**src/rtl/cmp_result_tracker_if.sv**
```systemverilog
// Sample/result bundle between a comparator flag source and cmp_result_tracker.
// The master drives the flags and clr. The slave returns the counts, lock state and error.
interface cmp_result_tracker_if #(
  parameter int CNT_W = 8
);
  logic             clr;
  logic             in_valid;
  logic             in_ready;
  logic             l;
  logic             g;
  logic             e;
  logic [CNT_W-1:0] lt_cnt;
  logic [CNT_W-1:0] gt_cnt;
  logic [CNT_W-1:0] eq_cnt;
  logic             locked;
  logic             lock_pulse;
  logic             unlock_pulse;
  logic             err;

  modport master (
    output clr, in_valid, l, g, e,
    input  in_ready, lt_cnt, gt_cnt, eq_cnt, locked, lock_pulse, unlock_pulse, err
  );

  modport slave (
    input  clr, in_valid, l, g, e,
    output in_ready, lt_cnt, gt_cnt, eq_cnt, locked, lock_pulse, unlock_pulse, err
  );
endinterface

```
**src/rtl/cmp_result_tracker.sv**
```systemverilog
// Consumes l/g/e comparator flags: saturating per-result counters, sticky malformed flag,
// and a SEARCH/LOCKED equality-lock FSM with registered transition pulses.
module cmp_result_tracker #(
  parameter int CNT_W    = 8,
  parameter int LOCK_N   = 4,
  parameter int UNLOCK_M = 2
) (
  input  logic                  clk,
  input  logic                  rst_n,
  cmp_result_tracker_if.slave   bus
);
  localparam int RUN_MAX = (LOCK_N > UNLOCK_M) ? LOCK_N : UNLOCK_M;
  localparam int RW      = $clog2(RUN_MAX + 1);

  localparam logic [RW-1:0]    RUN_ONE  = RW'(1);
  localparam logic [RW-1:0]    LOCK_V   = RW'(LOCK_N);
  localparam logic [RW-1:0]    UNLOCK_V = RW'(UNLOCK_M);
  localparam logic [CNT_W-1:0] CNT_ONE  = CNT_W'(1);

  typedef enum logic {SEARCH = 1'b0, LOCKED = 1'b1} state_e;

  state_e           state_q, state_d;
  logic [RW-1:0]    run_q, run_d, run_inc;
  logic             lock_pulse_q, lock_pulse_d;
  logic             unlock_pulse_q, unlock_pulse_d;
  logic             err_q, err_d;
  logic [CNT_W-1:0] lt_q, lt_d, gt_q, gt_d, eq_q, eq_d;

  logic accept, is_lt, is_gt, is_eq, is_bad;

  assign bus.in_ready = ~bus.clr;
  assign accept       = bus.in_valid & ~bus.clr;

  assign is_lt  = ({bus.l, bus.g, bus.e} == 3'b100);
  assign is_gt  = ({bus.l, bus.g, bus.e} == 3'b010);
  assign is_eq  = ({bus.l, bus.g, bus.e} == 3'b001);
  assign is_bad = ~(is_lt | is_gt | is_eq);

  function automatic logic [CNT_W-1:0] sat_inc(input logic [CNT_W-1:0] v, input logic hit);
    return (hit && (v != '1)) ? v + CNT_ONE : v;
  endfunction

  // State/run register; run_q only ever reaches the active threshold minus one.
  always_ff @(posedge clk or negedge rst_n) begin
    if (!rst_n) begin
      state_q <= SEARCH;
      run_q   <= '0;
    end else begin
      state_q <= state_d;
      run_q   <= run_d;
    end
  end

  // Next state: clr wins over any sample, idle cycles hold everything.
  always_comb begin
    state_d        = state_q;
    run_d          = run_q;
    lock_pulse_d   = 1'b0;
    unlock_pulse_d = 1'b0;
    run_inc        = run_q + RUN_ONE;
    if (bus.clr) begin
      state_d = SEARCH;
      run_d   = '0;
    end else if (accept) begin
      unique case (state_q)
        SEARCH: begin
          if (!is_eq)                  run_d = '0;
          else if (run_inc == LOCK_V) begin
            state_d      = LOCKED;
            run_d        = '0;
            lock_pulse_d = 1'b1;
          end else                     run_d = run_inc;
        end
        LOCKED: begin
          if (is_eq)                     run_d = '0;
          else if (run_inc == UNLOCK_V) begin
            state_d        = SEARCH;
            run_d          = '0;
            unlock_pulse_d = 1'b1;
          end else                       run_d = run_inc;
        end
        default: begin
          state_d = SEARCH;
          run_d   = '0;
        end
      endcase
    end
  end

  always_comb begin
    lt_d  = lt_q;
    gt_d  = gt_q;
    eq_d  = eq_q;
    err_d = err_q;
    if (bus.clr) begin
      lt_d  = '0;
      gt_d  = '0;
      eq_d  = '0;
      err_d = 1'b0;
    end else if (accept) begin
      lt_d  = sat_inc(lt_q, is_lt);
      gt_d  = sat_inc(gt_q, is_gt);
      eq_d  = sat_inc(eq_q, is_eq);
      err_d = err_q | is_bad;
    end
  end

  always_ff @(posedge clk or negedge rst_n) begin
    if (!rst_n) begin
      lt_q           <= '0;
      gt_q           <= '0;
      eq_q           <= '0;
      err_q          <= 1'b0;
      lock_pulse_q   <= 1'b0;
      unlock_pulse_q <= 1'b0;
    end else begin
      lt_q           <= lt_d;
      gt_q           <= gt_d;
      eq_q           <= eq_d;
      err_q          <= err_d;
      lock_pulse_q   <= lock_pulse_d;
      unlock_pulse_q <= unlock_pulse_d;
    end
  end

  always_comb begin
    bus.lt_cnt       = lt_q;
    bus.gt_cnt       = gt_q;
    bus.eq_cnt       = eq_q;
    bus.err          = err_q;
    bus.locked       = (state_q == LOCKED);
    bus.lock_pulse   = lock_pulse_q;
    bus.unlock_pulse = unlock_pulse_q;
  end
endmodule

```
**src/flat_wrapper.sv**
```systemverilog
// flat-port wrapper written by rule: the top's interface ports become plain ports
module cmp_result_tracker_flat 
#(
  parameter int CNT_W    = 8,
  parameter int LOCK_N   = 4,
  parameter int UNLOCK_M = 2
)
  (clk, rst_n, bus_clr, bus_in_valid, bus_l, bus_g, bus_e, bus_in_ready, bus_lt_cnt, bus_gt_cnt, bus_eq_cnt, bus_locked, bus_lock_pulse, bus_unlock_pulse, bus_err);
  cmp_result_tracker_if #(.CNT_W(CNT_W)) bus_i ();
  input  logic clk;
  input  logic rst_n;
  input wire logic [$bits(bus_i.clr)-1:0] bus_clr;
  input wire logic [$bits(bus_i.in_valid)-1:0] bus_in_valid;
  input wire logic [$bits(bus_i.l)-1:0] bus_l;
  input wire logic [$bits(bus_i.g)-1:0] bus_g;
  input wire logic [$bits(bus_i.e)-1:0] bus_e;
  output wire logic [$bits(bus_i.in_ready)-1:0] bus_in_ready;
  output wire logic [$bits(bus_i.lt_cnt)-1:0] bus_lt_cnt;
  output wire logic [$bits(bus_i.gt_cnt)-1:0] bus_gt_cnt;
  output wire logic [$bits(bus_i.eq_cnt)-1:0] bus_eq_cnt;
  output wire logic [$bits(bus_i.locked)-1:0] bus_locked;
  output wire logic [$bits(bus_i.lock_pulse)-1:0] bus_lock_pulse;
  output wire logic [$bits(bus_i.unlock_pulse)-1:0] bus_unlock_pulse;
  output wire logic [$bits(bus_i.err)-1:0] bus_err;
  assign bus_i.clr = bus_clr;
  assign bus_i.in_valid = bus_in_valid;
  assign bus_i.l = bus_l;
  assign bus_i.g = bus_g;
  assign bus_i.e = bus_e;
  assign bus_in_ready = bus_i.in_ready;
  assign bus_lt_cnt = bus_i.lt_cnt;
  assign bus_gt_cnt = bus_i.gt_cnt;
  assign bus_eq_cnt = bus_i.eq_cnt;
  assign bus_locked = bus_i.locked;
  assign bus_lock_pulse = bus_i.lock_pulse;
  assign bus_unlock_pulse = bus_i.unlock_pulse;
  assign bus_err = bus_i.err;
  cmp_result_tracker #(.CNT_W(CNT_W), .LOCK_N(LOCK_N), .UNLOCK_M(UNLOCK_M)) u_core (.clk(clk), .rst_n(rst_n), .bus(bus_i));
endmodule
```
**config.mk**
```make
export PLATFORM = sky130hd
export DESIGN_NAME = cmp_result_tracker_flat
export DESIGN_NICKNAME = d
export VERILOG_FILES = /design/src/rtl/cmp_result_tracker_if.sv /design/src/rtl/cmp_result_tracker.sv /design/src/flat_wrapper.sv
export SDC_FILE = /design/constraint.sdc
export NUM_CORES = 1
export LEC_CHECK = 0
export BUFFER_PORTS_ARGS = -buffer_cell sky130_fd_sc_hd__buf_2
export CAP_MARGIN = 10
export CORE_ASPECT_RATIO = 0.5
export CORE_MARGIN = 2
export CORE_UTILIZATION = 30
export CTS_CLUSTER_SIZE = 28
export DETAILED_ROUTE_END_ITERATION = 10
export HOLD_SLACK_MARGIN = 0.15
export PLACE_DENSITY = 0.54
export SETUP_SLACK_MARGIN = 0.1
export SLEW_MARGIN = 5
export SYNTH_ARGS = -nofsm -noshare
export SYNTH_HDL_FRONTEND = slang
export SYNTH_SLANG_ARGS = --single-unit
```
**constraint.sdc**
```tcl
create_clock -name clk -period 2.5 [get_ports clk]
set_clock_uncertainty 0.1 [all_clocks]
set_input_delay 0.375 -clock clk [delete_from_list [all_inputs] [get_ports clk]]
set_output_delay 0.375 -clock clk [all_outputs]
set_load 0.05 [all_outputs]
```
# After elaboration in Yosys (flattened, before gate mapping)
# Cells that the tools add are included.
[totals]
regBits = 31
inputBits = 7
output_inout_bits = 29
wordCells = 70
[op_classes]
addsub = 4
n_eq_ne = 8
muxes = 33
bitwise_logic = 7
n_reduce_logical = 10
[op_table]
columns = ["operator", "count"]
rows = [
  ["8-bit two-way mux", 9],
  ["8-bit by 1-bit adder with 8-bit output (second input constant)", 3],
  ["8-bit != test (second input constant)", 3],
  ["3-bit two-way mux", 6],
  ["1-bit two-way mux", 16],
  ["2-bit nonzero test", 4],
  ["3-bit by 2-bit equality test with 1-bit output (second input constant)", 2],
  ["3-bit equality test (second input constant)", 2],
  ["3-bit one-hot mux with 2 select lines", 1],
  ["2-bit AND reduction", 3],
  ["3-bit by 1-bit adder with 3-bit output (second input constant)", 1],
  ["3-bit by 1-bit equality test with 1-bit output (second input constant)", 1],
  ["1-bit logical AND", 3],
  ["1-bit NOT", 3],
  ["1-bit bitwise OR", 3],
  ["1-bit one-hot mux with 2 select lines", 1],
  ["1-bit bitwise AND", 1],
]

# Longest topological paths before layout
# Gate-level depths: netlist (run 1).
[depth]
depth_word = 7
ltp_mapped = 5
ltp_nobuf = 5

# Worst setup path after synthesis (run 1)
# OpenSTA, ideal clock, no wires.
[synth_path]
path_type = "register to register"
from = "register u_core.eq_q[0] (netlist: u_core.bus.eq_cnt[0])"
to = "register u_core.eq_q[7] (netlist: u_core.bus.eq_cnt[7])"
setup_ns = 0.128
arrival_ns = 1.754
required_ns = 2.272
slack_ns = 0.519
path_stages_with_launch = 6
n_path_buf = 0
synth_period_minus_slack_ns = 1.981
path_cell_list = "dfrtp_1 ha_1 and3_1 a211oi_2 nand3_1 mux2_1"
[synth_via]
elab_chain_cells = 4
elab_cells_between_ends = 8
classes_between = "add/sub: 1; eq/ne: 1; mux: 3; reduce/logical: 3"
[synth_rtl]
columns = ["item", "line", "source"]
rows = [
  ["from (decl)", "cmp_result_tracker.sv:27", "logic [CNT_W-1:0] lt_q, lt_d, gt_q, gt_d, eq_q, eq_d;"],
  ["from (signal assigned)", "cmp_result_tracker.sv:119", "eq_q <= eq_d;"],
  ["8-bit by 1-bit adder with 8-bit output / 8-bit != test (equally long branches)", "cmp_result_tracker.sv:40", "return (hit && (v != '1)) ? v + CNT_ONE : v;"],
  ["8-bit two-way mux / 1-bit logical AND (equally long branches)", "cmp_result_tracker.sv:40", ""],
  ["8-bit two-way mux / 2-bit nonzero test (equally long branches)", "--", ""],
  ["8-bit two-way mux / 2-bit AND reduction (equally long branches)", "--", ""],
]
# Several ways; a longest one is shown, not always the timed one. The select of a mux whose other input is x is not followed.
# A chain may end at the register's enable or synchronous reset.

# Final worst setup path (run 1)
# Same ends and word-level chain as after synthesis.

==> results of run 1 <==
[cell type report]
class	count	area, sq um	share of cell area
Multi-Input combinational cell	136	902.1	0.4251
Sequential cell	31	775.7	0.3656
Timing Repair Buffer	37	192.7	0.09080
Clock buffer	7	132.6	0.06250
Tap cell	73	91.34	0.04304
Inverter	6	22.52	0.01061
Clock inverter	1	5.005	0.002358
[layout by cell type, fill, tap and decap left out, types with 3 or more instances in the layout]
cell type / count
ha_1: 6
dfrtp_1: 31
o2111ai_1: 3
o21ai_1: 3
o31ai_1: 3
xnor2_1: 4
nand3_1: 7
nand4_1: 4
buf_2: 35
and3_1: 5
xor2_1: 12
nor3_1: 7
a21oi_1: 5
nand2_1: 13
clkbuf_16: 5
mux2i_1: 3
nor2_1: 27
o21ai_0: 3
and2_1: 4
inv_1: 6
[layer usage]
| layer | part of all wire | up-vias | GRT usage |
|---|---|---|---|
| met5 | 0 | - | 0 |
| li1 | - | 716 | - |
| met3 | 0.029 | 4 | 0.03932 |
| met2 | 0.46 | 18 | 0.2016 |
| met4 | 0.012 | 0 | 0.03175 |
| met1 | 0.49 | 711 | 0.1614 |
[repair_timing]
item                                   4_1_cts  5_1_grt
endpoints found under the hold margin       31        0
hold buffers                                 1        0
setup endpoints to repair                    0        0
[synth_stat cells (3+ instances only)]
library cell and n:
o2111ai_1 3, and2_1 4, xnor2_1 4, dfrtp_1 31, mux2i_1 3, inv_1 6
ha_1 6, o21ai_1 3, xor2_1 12, a21oi_1 5, nand3_1 7, and3_1 5
nand2_1 13, clkbuf_1 3, nor3_1 7, nand4_1 4, o31ai_1 3, o21ai_0 3
nor2_1 27
[through the flow]
step             util  area (sq um)  std cells  hold slack, ps  setup WS, ps
6_report       0.3848          2122        291           358.8         718.5
5_1_grt        0.3848          2122        291           376.6         616.2
4_1_cts        0.3848          2122        291           353.9         729.4
3_5_place_dp   0.3580          1974        282           377.3         713.4
3_3_place_gp   0.3580          1974        282           364.0         738.7
2_1_floorplan       -          1719        177          -20.59         518.8
[cell families (layout without fill, tap and decap cells)]
group                      Yosys count  after routing  share of synthesized area
and+or+nand+nor                     79             79                     0.2365
adders and majority gates            6              6                    0.04367
buffers and inverters               10             51                    0.02402
AOI/OAI and AO/OA                   30             30                     0.1325
xor gates and xnor gates            16             16                    0.08151
DFF                                 31             31                     0.4512
muxes                                5              5                    0.03057
[worst min path at each step]
stage | startpoint | to | cells past startpoint
2_1_floorplan | rst_n | u_core.bus.eq_cnt[0]$_DFFE_PN0P_ | 0
3_3_place_gp | rst_n | u_core.bus.gt_cnt[2]$_DFFE_PN0P_ | 1
3_5_place_dp | rst_n | u_core.bus.gt_cnt[7]$_DFFE_PN0P_ | 1
4_1_cts | bus_clr | u_core.bus.locked$_DFFE_PN0P_ | 2
5_1_grt | bus_clr | u_core.bus.eq_cnt[4]$_DFFE_PN0P_ | 2
6_report | bus_clr | u_core.bus.eq_cnt[5]$_DFFE_PN0P_ | 2
[registers in the layout (all words and copies together), names as in the netlist]
register                 cells
u_core.bus.err               1
u_core.bus.eq_cnt            8
u_core.bus.lt_cnt            8
u_core.bus.locked            1
u_core.bus.lock_pulse        1
u_core.bus.unlock_pulse      1
u_core.run_q                 3
u_core.bus.gt_cnt            8
[power groups by stage]
stage	Combinational, uW	Sequential, uW	Clock, uW
floorplan	30.7	530	0
global placement	70.0	518	0
detailed placement	71.8	518	0
CTS	73.0	509	590
global route	81.0	510	612
finish	71.9	510	573
==> results.tsv, run 1 <==
metric	value	unit
fin_tns_setup	0	ps
cts_tree	built	
p_clk_frac	0.496	
place.gp.congestion	0.8014	
hold_violations	0	
grt.overflow.total	0	
num-nets-final	230	
reg2reg_depth	5	
r2r-start	u_core.bus.eq_cnt[0]$_DFFE_PN0P_	
powerDensity	544.0	nW/um^2
gr-usage-all-layers	0.1231	
cp.depth	5	
numCtsBuffers	5	
clk_pin_slew	50	ps
dr.pass1.iters	4	
async_reset_ff_frac	1.000	
yosys_warnings	0	
post-route-period-util	0.7126	
max-cap-violations	0	
syn_nets	190	
worst_pin_slew	713.9	ps
crit_path_max_incr_delay	410	ps
p_comb_frac	0.062	
grt_max_degree	32	
crit_path_end_kind	register	
io_pins	36	
grt_first_pass_wirelength	6.327	mm
maxSlewHeadroom	0.5241	
ys_seq_area_frac	0.4512	
vias	1449	
setup_viol_count_final	0	
cp_slowest_cell	dfrtp_1	
outcome	finished clean	
p_leak	0.001022	uW
fmax	0.5613	GHz
post_cts_buffers	0	
worst-path-buf-inv	0	
syn_area	1719	sq um
fp.dieW	111.1	um
criticalPathCategory	reg -> reg	
synth_top_area_share	0.4512	
pwr-share-seq	0.441	
nFillCells	576	
core_area	5515	sq um
drt_iter0_markers	43	
rows	19	
viasPerCell	4.979	
rsz0062_at_grt	false	
n_antenna_cell	0	
critPathMaxFanout	4	
drt-total-wl	3.795	mm
cts_resized	0	
internal_power	892.6	uW
r2r-end	u_core.bus.eq_cnt[7]$_DFFE_PN0P_	
p_sw	261.9	uW
drc	0	
yosysTopAreaCell	dfrtp_1	
cp.arrival	1830	ps
post-dp-hpwl	2.693	mm
drv_slew	0	
synthCells	177	
hold_path_class	in -> reg	
cp_top_family	flip-flops	
drtAntennaViolNets	0	
r2r_slack	720	ps
worstPathCellList	ha_1 -> and3_1 -> a211oi_2 -> nand3_1 -> mux2_1	
clk_latency	270	ps
antenna_found_initial	0	
total_power	1154	uW
worstSetupStartpointType	register	
syn_area_per_cell	9.713	sq um
period_needed	1781	ps
drive_above_1_share	0.2202	
wl_per_cell	13.04	um
required	2550	ps
clkSinkCount	31	
endpoint	u_core.bus.eq_cnt[7]$_DFFE_PN0P_	
ctsHtreeMaxLevel	2	
clk_path_buf_depth	2	
critPathLaunch	u_core.bus.eq_cnt[0]$_DFFE_PN0P_	
die_y	57.53	um
dieArea	6389	sq um
synth_edf_count	0	
max-vdd-ir-drop	0.2739	mV
swShare	0.2268	
areaGrowthSynthToFinish	23.44	%
grt_pass1_vias	1331	
synthTopCellsByArea	dfrtp_1 45%, xor2_1 6.1%, nor2_1 5.9%	
start_util	0.3117	
synthFlopType	dfrtp_1	
ys_types	43	
ys_ff_latch	31	
port_buffers	35	
cts-root-buf	clkbuf_16	
Note: power is estimated with default switching activity, not from simulation.
==> run 2: changes to the inputs <==
- PLACE_DENSITY: 0.54 -> 0.56
- clock period: 2.5 -> 1.6 ns (I/O delays scaled with it)
==> results.tsv, run 2 (same netlist as run 1, synthesis figures left out) <==
metric	value	unit
criticalPathCategory	reg -> reg	
max-cap-violations	0	
reg2reg_depth	5	
ctsHtreeMaxLevel	2	
period_needed	1588	ps
crit_path_end_kind	register	
grt_max_degree	18	
total_power	1827	uW
hold_path_class	in -> reg	
final_util	0.4617	
viasPerCell	4.866	
clk_path_buf_depth	2	
holdCritStartpoint	bus_in_valid	
maxSlewHeadroom	0.7521	
post-route-period-util	0.9928	
gr-usage-all-layers	0.1337	
areaGrowthSynthToFinish	48.11	%
die_y	57.53	um
drt-total-wl	4.216	mm
rsz0062_at_grt	true	
max-vdd-ir-drop	0.3672	mV
place.gp.congestion	0.8365	
dr.pass1.iters	4	
r2r-start	u_core.bus.eq_cnt[0]$_DFFE_PN0P_	
layout_common_cells	35 x buf_2, 29 x buf_4, 27 x nor2_1	
dp.cells	301	
cts_tree	built	
p_leak	0.001127	uW
setup_viol_count_final	0	
drive_above_1_share	0.4899	
hold_violations	0	
fin_cells	320	
dp_slack	15.69	ps
antenna_found_initial	0	
powerDensity	717.7	nW/um^2
port_buffers	35	
fp.dieW	111.1	um
hold_depth	3	
dieArea	6389	sq um
grt_pass1_vias	1469	
vias	1557	
post-dp-hpwl	2.967	mm
worst_pin_slew	371.9	ps
worstSetupStartpointType	register	
nFillCells	527	
drc	0	
core_area	5515	sq um
final_common_cell	buf_2	
fmax	0.6295	GHz
grt_first_pass_wirelength	6.844	mm
required	1650	ps
n_antenna_cell	0	
start_util	0.3117	
r2r_slack	10	ps
numCtsBuffers	5	
clkSinkCount	31	
critPathMaxFanout	2	
drt_iter0_markers	51	
drv_slew	0	
clk_pin_slew	50	ps
io_pins	36	
cp.arrival	1640	ps
outcome	finished clean	
whs_endpoint	u_core.bus.err$_DFFE_PN0P_	
drtAntennaViolNets	0	
r2r-end	u_core.bus.eq_cnt[7]$_DFFE_PN0P_	
rows	19	
holdWs	185.3	ps
grt.overflow.total	0	
clk_latency	270	ps
finalWorstSetupSlack	11.55	ps
multiInputGateArea	1066	sq um
cts-root-buf	clkbuf_16	
wl_per_cell	13.18	um
num-nets-final	259	
regArea	805.8	sq um
[run 2: stage by stage]
step / TNS [ps] / area (sq um)
CTS: 0 / 2417
detailed placement: 0 / 2255
global route: -38.85 / 2546
finish: 0 / 2546
global placement: 0 / 2255
floorplan: -292.1 / 1844
[run 2: what timing repair did]
item                                   CTS  global route
hold buffers                             1             0
setup endpoints to repair                6            16
buffers inserted                         1             9
endpoints found under the hold margin   31             0
resized for setup                        2            10
pin swaps                                3             7
[run 2: how the worst max path moves through the flow]
stage | from | to | slack (ps) | cells after the start
after floorplan | u_core.bus.eq_cnt[0]$_DFFE_PN0P_ | u_core.bus.eq_cnt[7]$_DFFE_PN0P_ | -150 | 5
after global placement | bus_l | u_core.bus.eq_cnt[7]$_DFFE_PN0P_ | 40 | 5
after detailed placement | u_core.bus.eq_cnt[0]$_DFFE_PN0P_ | u_core.bus.eq_cnt[7]$_DFFE_PN0P_ | 20 | 5
after CTS | u_core.bus.eq_cnt[0]$_DFFE_PN0P_ | u_core.bus.eq_cnt[7]$_DFFE_PN0P_ | 10 | 5
after global routing | u_core.bus.eq_cnt[0]$_DFFE_PN0P_ | u_core.bus.eq_cnt[7]$_DFFE_PN0P_ | -30 | 5
final | u_core.bus.eq_cnt[0]$_DFFE_PN0P_ | u_core.bus.eq_cnt[7]$_DFFE_PN0P_ | 10 | 5
[run 2: per-layer routing]
| layer | routed length (um) | share of wire | vias up | track usage |
|---|---|---|---|---|
| met5 | 0 | 0 | - | 0 |
| met4 | 19 | 0.0045 | 0 | 0.03880 |
| met3 | 100 | 0.024 | 2 | 0.03613 |
| met2 | 2020 | 0.48 | 16 | 0.2226 |
| met1 | 2075 | 0.49 | 764 | 0.1748 |
| li1 | - | - | 775 | - |
[run 2: area by class of cell]
type / instances / share of cell area
clock inverter: 1 / 0.001966
multi-input combinational: 136 / 0.4187
tap: 73 / 0.03587
clock buffer: 7 / 0.05209
timing repair buffer: 66 / 0.1661
inverter: 6 / 0.008845
sequential: 31 / 0.3165
[run 2: where the power goes]
part | switching, uW | internal [uW]
registers | 5.57 | 791
clock network | 317 | 574
logic | 89.8 | 50.1
[run 2: worst max-delay path: stages (launching register included)]
cell and delay, ps:
dfrtp_2 420, ha_4 160, and3_4 160, a211oi_4 200, nand3_1 120, mux2_4 300
